`config.mk`:
```
export PLATFORM = sky130hd
export DESIGN_NAME = sa_row_feeder
export DESIGN_NICKNAME = d
export VERILOG_FILES = /design/src/rtl/sa_row_feeder_pkg.sv /design/src/rtl/sa_feed_cnt.sv /design/src/rtl/sa_row_feeder.sv
export SDC_FILE = /design/constraint.sdc
export NUM_CORES = 1
export LEC_CHECK = 0
export CORE_UTILIZATION = 45
export DETAILED_ROUTE_END_ITERATION = 6
export PLACE_DENSITY = 0.87
export SLEW_MARGIN = 20
export SYNTH_ARGS = -nofsm -noshare
export SYNTH_HDL_FRONTEND = slang
export SYNTH_SLANG_ARGS = --single-unit
```
`constraint.sdc`:
```
create_clock -name clk -period 2.5 [get_ports clk]
set_input_delay 0.375 -clock clk [delete_from_list [all_inputs] [get_ports clk]]
set_output_delay 0.375 -clock clk [all_outputs]
set_load 0.01 [all_outputs]
```
`src/rtl/sa_row_feeder_pkg.sv`:
```
// Shared defaults, FSM state encoding and width helper for the systolic-array row feeder.
package sa_row_feeder_pkg;

    localparam int unsigned DAT_W_DEF  = 16;
    localparam int unsigned DAT_D_DEF  = 48;
    localparam int unsigned BLOCKS_DEF = 3;
    localparam int unsigned GAP_DEF    = 10;

    typedef enum logic [2:0] {
        ST_IDLE     = 3'd0,
        ST_PRIME    = 3'd1,
        ST_STREAM   = 3'd2,
        ST_WAIT_FIN = 3'd3,
        ST_GAP      = 3'd4,
        ST_DONE     = 3'd5
    } feed_state_e;

    // Bits needed to hold 0..n-1, never less than one.
    function automatic int unsigned idx_w(input int unsigned n);
        return (n < 2) ? 1 : $clog2(n);
    endfunction

endpackage

```
`src/rtl/sa_feed_cnt.sv`:
```
// Loadable down-counter that saturates at zero and flags its terminal count.
module sa_feed_cnt #(
    parameter int unsigned W = 4
) (
    input  logic         clk,
    input  logic         rst_b,
    input  logic         load_i,
    input  logic [W-1:0] load_val_i,
    input  logic         dec_i,
    output logic [W-1:0] cnt_o,
    output logic         tc_o
);

    logic [W-1:0] cnt_q, cnt_d;

    always_comb begin
        cnt_d = cnt_q;
        if (load_i) begin
            cnt_d = load_val_i;
        end else if (dec_i && (cnt_q != '0)) begin
            cnt_d = cnt_q - W'(1);
        end
    end

    always_ff @(posedge clk) begin
        if (!rst_b) cnt_q <= '0;
        else        cnt_q <= cnt_d;
    end

    assign cnt_o = cnt_q;
    assign tc_o  = (cnt_q == '0);

endmodule

```
`src/rtl/sa_row_feeder.sv`:
```
// Streams mem rows into comb_SA as BLOCKS blocks of ROWS rows, collecting each block's rank flag.
module sa_row_feeder
    import sa_row_feeder_pkg::*;
#(
    parameter int unsigned DAT_W  = DAT_W_DEF,
    parameter int unsigned DAT_D  = DAT_D_DEF,
    parameter int unsigned BLOCKS = BLOCKS_DEF,
    parameter int unsigned ROWS   = DAT_D / BLOCKS,
    parameter int unsigned GAP    = GAP_DEF,
    parameter int unsigned ADDR_W = idx_w(DAT_D)
) (
    input  logic                     clk,
    input  logic                     rst_b,
    input  logic                     go,
    input  logic                     abort,
    output logic                     busy,
    output logic                     done,
    output logic [BLOCKS-1:0]        blk_full_rank,
    output logic [ADDR_W-1:0]        mem_addr,
    output logic                     mem_rden,
    input  logic [DAT_W-1:0]         mem_q,
    output logic                     sa_start,
    output logic                     sa_valid,
    output logic [DAT_W-1:0]         sa_data,
    input  logic                     sa_finish,
    input  logic                     sa_r_A_and,
    output feed_state_e              dbg_state,
    output logic [idx_w(GAP)-1:0]    dbg_gap_left
);

    localparam int unsigned ROW_W = idx_w(ROWS);
    localparam int unsigned GAP_W = idx_w(GAP);
    localparam int unsigned BLK_W = idx_w(BLOCKS);

    feed_state_e       state_q, state_d;
    logic [ADDR_W-1:0] addr_q, addr_d;
    logic              rden_q, rden_d;
    logic [BLK_W-1:0]  blk_q, blk_d;
    logic [BLOCKS-1:0] rank_q, rank_d;

    logic              row_load, row_dec, row_tc;
    logic [ROW_W-1:0]  row_cnt;
    logic              gap_load, gap_dec, gap_tc;
    logic [GAP_W-1:0]  gap_cnt;

    sa_feed_cnt #(.W(ROW_W)) u_row_cnt (
        .clk        (clk),
        .rst_b      (rst_b),
        .load_i     (row_load),
        .load_val_i (ROW_W'(ROWS - 1)),
        .dec_i      (row_dec),
        .cnt_o      (row_cnt),
        .tc_o       (row_tc)
    );

    sa_feed_cnt #(.W(GAP_W)) u_gap_cnt (
        .clk        (clk),
        .rst_b      (rst_b),
        .load_i     (gap_load),
        .load_val_i (GAP_W'(GAP - 1)),
        .dec_i      (gap_dec),
        .cnt_o      (gap_cnt),
        .tc_o       (gap_tc)
    );

    always_comb begin
        state_d  = state_q;
        addr_d   = addr_q;
        rden_d   = rden_q;
        blk_d    = blk_q;
        rank_d   = rank_q;
        row_load = 1'b0;
        row_dec  = 1'b0;
        gap_load = 1'b0;
        gap_dec  = 1'b0;

        if (abort && (state_q != ST_IDLE)) begin
            state_d = ST_IDLE;
            addr_d  = '0;
            rden_d  = 1'b0;
            blk_d   = '0;
        end else begin
            case (state_q)
                ST_IDLE: begin
                    if (go && !abort) begin
                        state_d = ST_PRIME;
                        rank_d  = '0;
                        blk_d   = '0;
                        addr_d  = '0;
                        rden_d  = 1'b1;
                    end
                end
                ST_PRIME: begin
                    // First row's read is in flight; the second row's address goes out now.
                    state_d  = ST_STREAM;
                    row_load = 1'b1;
                    rden_d   = (ROWS > 1);
                    if (ROWS > 1) addr_d = addr_q + ADDR_W'(1);
                end
                ST_STREAM: begin
                    row_dec = 1'b1;
                    if (row_cnt > ROW_W'(1)) addr_d = addr_q + ADDR_W'(1);
                    else                     rden_d = 1'b0;
                    if (row_tc) state_d = ST_WAIT_FIN;
                end
                ST_WAIT_FIN: begin
                    if (sa_finish) begin
                        rank_d[blk_q] = sa_r_A_and;
                        if (blk_q == BLK_W'(BLOCKS - 1)) begin
                            state_d = ST_DONE;
                        end else begin
                            state_d  = ST_GAP;
                            blk_d    = blk_q + BLK_W'(1);
                            addr_d   = addr_q + ADDR_W'(1);
                            gap_load = 1'b1;
                        end
                    end
                end
                ST_GAP: begin
                    gap_dec = 1'b1;
                    if (gap_tc) begin
                        state_d  = ST_STREAM;
                        row_load = 1'b1;
                        rden_d   = (ROWS > 1);
                        if (ROWS > 1) addr_d = addr_q + ADDR_W'(1);
                    end
                end
                ST_DONE: begin
                    state_d = ST_IDLE;
                    addr_d  = '0;
                    rden_d  = 1'b0;
                end
                default: state_d = ST_IDLE;
            endcase
        end
    end

    always_ff @(posedge clk) begin
        if (!rst_b) begin
            state_q <= ST_IDLE;
            addr_q  <= '0;
            rden_q  <= 1'b0;
            blk_q   <= '0;
            rank_q  <= '0;
        end else begin
            state_q <= state_d;
            addr_q  <= addr_d;
            rden_q  <= rden_d;
            blk_q   <= blk_d;
            rank_q  <= rank_d;
        end
    end

    // The next block's address is already parked on mem_addr during GAP; the read fires on the last cycle.
    assign mem_rden      = rden_q | ((state_q == ST_GAP) && gap_tc);
    assign mem_addr      = addr_q;
    assign busy          = (state_q != ST_IDLE);
    assign done          = (state_q == ST_DONE);
    assign sa_valid      = (state_q == ST_STREAM);
    assign sa_start      = sa_valid && (row_cnt == ROW_W'(ROWS - 1));
    assign sa_data       = sa_valid ? mem_q : '0;
    assign blk_full_rank = rank_q;
    assign dbg_state     = state_q;
    assign dbg_gap_left  = gap_cnt;

endmodule

```
; ---- Word level (Yosys, flattened, before mapping)
; Cells that the tools add are included.
[totals]
word_cells = 100
reg_bits = 23
output_inout_bits = 37
in_bits = 22
[op_classes]
bitwise_logic = 3
eq_ne = 14
n_lt_le_gt_ge = 3
n_mux = 42
addsub = 4
n_reduce_logical = 26
[ops]
columns = operator, n
row1 = $pmux 6 s6, 1
row2 = $mux 6, 5
row3 = $mux 3, 6
row4 = $mux 16, 1
row5 = $mux 4, 4
row6 = $reduce_and 4->1, 4
row7 = $mux 1, 15
row8 = $pmux 3 s5, 1
row9 = $ne 2x2->1 const B, 5
row10 = $logic_not 4->1, 2
row11 = $reduce_bool 4->1, 2
row12 = $sub 4x1->4 const B, 2
row13 = $logic_and 1x1->1, 7
row14 = $add 6x1->6 const B, 1
row15 = $eq 3x2->1 const B, 2
row16 = $eq 3x3->1 const B, 2
row17 = $mux 2, 3
row18 = $pmux 3 s2, 1
row19 = $reduce_and 6->1, 1
row20 = $reduce_bool 2->1, 3
row21 = $reduce_bool 6->1, 1
row22 = $pmux 1 s5, 1
row23 = $reduce_bool 5->1, 1
row24 = $eq 4x4->1 const B, 1
row25 = 17 further kinds, 20

; ---- Depth between registers and ports, before layout
; Gate-level depths: netlist of run 1.
[logic_depth]
depth_word = 7
mapped_depth = 7
ltp_nobuf = 6

; ---- Hierarchy
; Synthesis of run 1 repeated with hierarchy kept, for this count alone.
[hier_totals]
cells_unflattened = 203
hier_area_um2 = 1592.8
[modules_own_cells]
columns = mod, seq_area_each_um2, n_inst, area_per_inst_um2, cells_each
row1 = sa_row_feeder, 300.3, 1, 1079.8, 141
row2 = sa_feed_cnt, 80.1, 2, 256.5, 31

; ---- Worst setup path after synthesis of run 1
; No wires, ideal clock.
[synth_path]
path_kind = register to output
startpoint = register state_q[1] (netlist: dbg_state[1])
endpoint = output port sa_data[10]
setup_slack_ns = 0.479
arrival_time_ns = 1.646
path_buffers = 3
required_ns = 2.125
path_stages_with_launch = 7
cell_sequence = dfxtp_1 buf_2 or3b_1 buf_2 inv_1 clkbuf_1 and2_1
[synth_between]
elab_chain_len = 2
[synth_rtl]
columns = element, line
row1 = start: declaration, sa_row_feeder.sv:35  ; feed_state_e state_q, state_d;
row2 = start signal: assignment, sa_row_feeder.sv:146  ; state_q <= state_d;
row3 = $eq 3x2->1, sa_row_feeder.sv:159  ; assign sa_valid = (state_q == ST_STREAM);
row4 = net sa_valid, sa_row_feeder.sv:23  ; output logic sa_valid,
row5 = $mux 16, sa_row_feeder.sv:161  ; assign sa_data = sa_valid ? mem_q : '0;
row6 = end: declaration, sa_row_feeder.sv:24  ; output logic [DAT_W-1:0] sa_data,
; The timed path passes the listed nets, and every way through them passes these cells.

; ---- Worst setup path in the final report of run 1
[layout_path]
startpoint = register state_q[1] (netlist: dbg_state[1])
endpoint = output port sa_start
[layout_between]
elab_chain_len = 2
[layout_rtl]
columns = element, line
row1 = $eq 3x2->1, sa_row_feeder.sv:159
row2 = $logic_and 1x1->1, sa_row_feeder.sv:160  ; assign sa_start = sa_valid && (row_cnt == ROW_W'(ROWS - 1));
row3 = end: declaration, sa_row_feeder.sv:22  ; output logic sa_start,
; No other way between the ends.

==> results of run 1 <==
-- where the power goes --
group          internal [W]  leakage [nW]  total (W)  switching (W)
clock             0.0000625        0.0150   0.000177       0.000115
sequential         0.000403         0.187   0.000436      0.0000327
combinational      0.000294         0.661   0.000621       0.000327
-- layout by cell type (no fill, tap or decap), types with 7 or more instances in the layout --
cell type / instances
dfxtp_1: 22
and2_1: 21
clkdlybuf4s50_1: 58
nor2_1: 15
buf_4: 7
a21boi_0: 8
ha_1: 9
nand3_1: 7
nand2_1: 10
inv_1: 9
-- timing repair --
| item | 4_1_cts | 5_1_grt |
|---|---|---|
| setup endpoints to repair | 17 | 16 |
| hold buffers | 0 | 0 |
| pin swaps | 0 | 0 |
| endpoints found under the hold margin | 0 | 0 |
| gates cloned | 0 | 1 |
| gates resized for setup | 2 | 2 |
| buffers inserted | 0 | 0 |
-- state kept, by name (all words and copies together), names as in the netlist --
signal           flops
mem_addr             6
u_gap_cnt.cnt_o      4
u_row_cnt.cnt_o      4
blk_full_rank        3
dbg_state            3
blk_q                2
rden_q               1
-- area by class of cell --
class / instances / area [µm²] / area share (%)
inverters: 10 / 41.3 / 1.79
flip-flops and latches: 23 / 462 / 20.0
well taps: 46 / 57.6 / 2.49
multi-input cells: 149 / 1080 / 46.8
repair inverters: 1 / 7.51 / 0.325
clock buffers: 4 / 26.3 / 1.14
repair buffers: 65 / 633 / 27.4
-- stage by stage --
stage	hold WS (ns)	cell area (µm²)	utilization (%)	total power, W	worst slack, ns
2_1_floorplan	0.435	1620	-	0.000821	0.479
3_3_place_gp	0.449	2270	66.9	0.00104	0.292
3_5_place_dp	0.470	2270	66.9	0.00105	0.263
4_1_cts	0.488	2300	67.8	0.00123	0.0554
5_1_grt	0.503	2310	68.1	0.00132	0.0275
6_report	0.485	2310	68.1	0.00123	0.126
-- how the worst min path moves through the flow --
stage	to	cells after the start	startpoint	slack (ns)
after floorplan	rden_q	2	rden_q	0.43
after global placement	rden_q	2	rden_q	0.45
after detailed placement	rden_q	2	rden_q	0.47
after CTS	rden_q	2	rden_q	0.49
after global routing	rden_q	2	rden_q	0.50
final	rden_q	2	rden_q	0.48
-- worst reg2reg max path, cell delays in order (launching register included) --
cell	delay (ns)
dfxtp_1	0.36
inv_1	0.07
ha_1	0.18
or3b_1	0.47
a22oi_1	0.47
o2111ai_1	0.20
a32o_1	0.29
-- layer usage --
metal	up-vias	wire [µm]	global-route usage, %
met5	-	0	0
met4	0	55	6.67
met3	4	225	2.90
met2	79	1890	38.6
met1	772	1860	29.1
li1	820	-	-
-- cells by family after synthesis --
kind of cell | count (synthesis)
buffers and inverters | 20
AO/OA/AOI/OAI | 40
flip-flops | 23
multiplexers | 7
AND/OR/NAND/NOR | 87
XOR/XNOR | 6
adder cells (fa/ha/maj) | 9
==> impl_results.rst, run 1 <==
.. list-table::
   :header-rows: 1

   * - Metric
     - Value
   * - Result of the run
     - finished clean
   * - Number of stages on the worst setup path
     - 4
   * - Worst-skew pair later-pin latency
     - 0.32 ns
   * - Nets@finish
     - 284
   * - Post-Route Skew
     - 0.00213 ns
   * - H-tree depth reported by CTS
     - 1
   * - Area fraction of the dominant cell type after synthesis
     - 28.5%
   * - Iteration-0 DRC count of the detailed router
     - 78
   * - Crit-path max FO
     - 7
   * - Number of flip-flops and latches in the synthesized netlist
     - 23
   * - Clock-pin transition on the worst setup and hold timing paths
     - 0.13 ns
   * - Post-Synth Adder-Cell Area
     - 6.97%
   * - Worst R2R Path Depth
     - 6
   * - Die outline width
     - 61.9 µm
   * - Layout overhead on the synthesized area
     - 42.7%
   * - Cell with the largest stage delay on the worst path
     - clkdlybuf4s50_1
   * - Remaining global-route overflow
     - 0
   * - Placeable Area
     - 0.00339 mm²
   * - Post-synthesis cell type with the largest combined area
     - dfxtp_1
   * - Number of antenna violations at the first check in global routing
     - 0
   * - Main combinational cell family by area after synthesis
     - simple AND/OR/NAND/NOR gates
   * - CP Buf/Inv Count
     - 2
   * - Crit path to
     - sa_start
   * - RSZ-0062 raised after global routing
     - false
   * - Nets in the synthesized netlist
     - 223
   * - Endpoints failing setup
     - 0
   * - Main synth FF type
     - dfxtp_1
   * - Worst min path class
     - flop to flop
   * - Slew Limit Headroom
     - 61.2%
   * - Number of optimization iterations in the first detailed-route pass
     - 4
   * - Max-slew violation count
     - 0
   * - Final TNS setup
     - 0 ns
   * - Most common library cells after synthesis
     - 23 x dfxtp_1, 21 x and2_1, 15 x nor2_1, 10 x inv_1, 10 x nand2_1
   * - Total global-route track usage
     - 22.4%
   * - Starting utilization of the core area
     - 47.7%
   * - Mean instance size in the synthesized netlist
     - 8.42 µm²
   * - Via count
     - 1675
   * - Largest cells by area after synthesis
     - dfxtp_1 28%, and2_1 8.1%, ha_1 7.0%
   * - Final Routed Wirelength
     - 4.03 mm
   * - Cells after synthesis
     - 192
   * - Clock Sinks
     - 23
   * - Cell chosen for the clock root
     - clkbuf_4
   * - Critical Path Start
     - dbg_state[1]
   * - Basic-gate share of the synthesized area counting and, or, nand and nor cells
     - 31.2%
   * - Non-Filler Instances
     - 298
   * - Count of nets left with antenna violations after detail routing
     - 0
   * - Top-level port count
     - 59
   * - Clock period minus final worst setup slack
     - 2.37 ns
   * - Die H
     - 61.9 µm
   * - Actual slew at the worst max-slew pin
     - 0.577 ns
   * - Async SR Flop Fraction
     - 0%
   * - Cell variety after synth
     - 48
   * - Cell Count Post-Placement
     - 293
   * - Crit Reg-Reg Endpoint
     - mem_addr[5]
   * - Netlist area before placement
     - 0.00162 mm²
   * - CP Launch Type
     - flop
   * - Number of antenna diodes
     - 0
   * - Number of synthesized flops with an enable pin
     - 0
   * - Routed wire per std cell
     - 13.5 µm
   * - Maximum clock frequency
     - 0.421 GHz
   * - First-pass GRT wire length
     - 6.40 mm
   * - Max-capacitance violation count
     - 0
   * - Port buffer count
     - 58
   * - Cell-by-cell listing of the critical path
     - or3b_4, buf_4, nor2_1, clkdlybuf4s50_1
   * - Beginning of the worst register-to-register path
     - u_gap_cnt.cnt_o[0]
   * - Leakage power of the design
     - 0.863 nW
   * - Sequential share of the synthesized area
     - 28.5%
   * - Highest ir drop seen on vdd
     - 0.000289 V
   * - Number of design rule violations left after detail routing
     - 0
   * - Area of the die
     - 0.00384 mm²
   * - Largest incremental delay on the critical path
     - 0.54 ns
   * - R2r setup slk
     - 0.37 ns
   * - Number of global-route vias before repair
     - 1468
   * - Share of the synthesized netlist area taken by xor and xnor gates
     - 3.25%
   * - Fraction of synthesized area in multiplexers
     - 4.64%
   * - Endpoints failing hold
     - 0
   * - Endpoint type of the worst setup path
     - primary output
   * - Pwr Density
     - 535 mW/mm²
   * - Cell family contributing the most delay on the critical path
     - buffers and inverters
   * - Half-perimeter wire length after detailed placement
     - 3.07 mm
   * - Yosys warnings
     - 0
   * - Largest net degree at the start of global routing
     - 19
   * - Data arrival time at the worst-slack endpoint
     - 2.00 ns
   * - Layout cells sized above 1
     - 9.52%
   * - Critical path data required time
     - 2.12 ns
   * - Gp weighted congestion
     - 0.879
   * - Most frequent cell after synthesis
     - dfxtp_1
   * - Detailed-route vias per instance
     - 5.62
   * - CTS buffer count
     - 3
   * - Deepest clock path buffer count
     - 2
   * - Area fraction in compound gates after synthesis
     - 20.6%
   * - Filler Cell Count
     - 276
   * - Final cycle utilization of the critical path
     - 95.0%
   * - Std cell rows
     - 21
   * - TritonCTS clock tree
     - yes
   * - Critical path type
     - flop to primary output
(Power assumes the default switching activity.)
==> inputs of run 2 (changes only) <==
--- a/config.mk
+++ b/config.mk
@@ -12,3 +12,4 @@
 export SYNTH_ARGS = -nofsm -noshare
 export SYNTH_HDL_FRONTEND = slang
 export SYNTH_SLANG_ARGS = --single-unit
+export TNS_END_PERCENT = 10
==> results of run 2 <==
The final DEF is identical to that of run 1; final timing and power are the same.
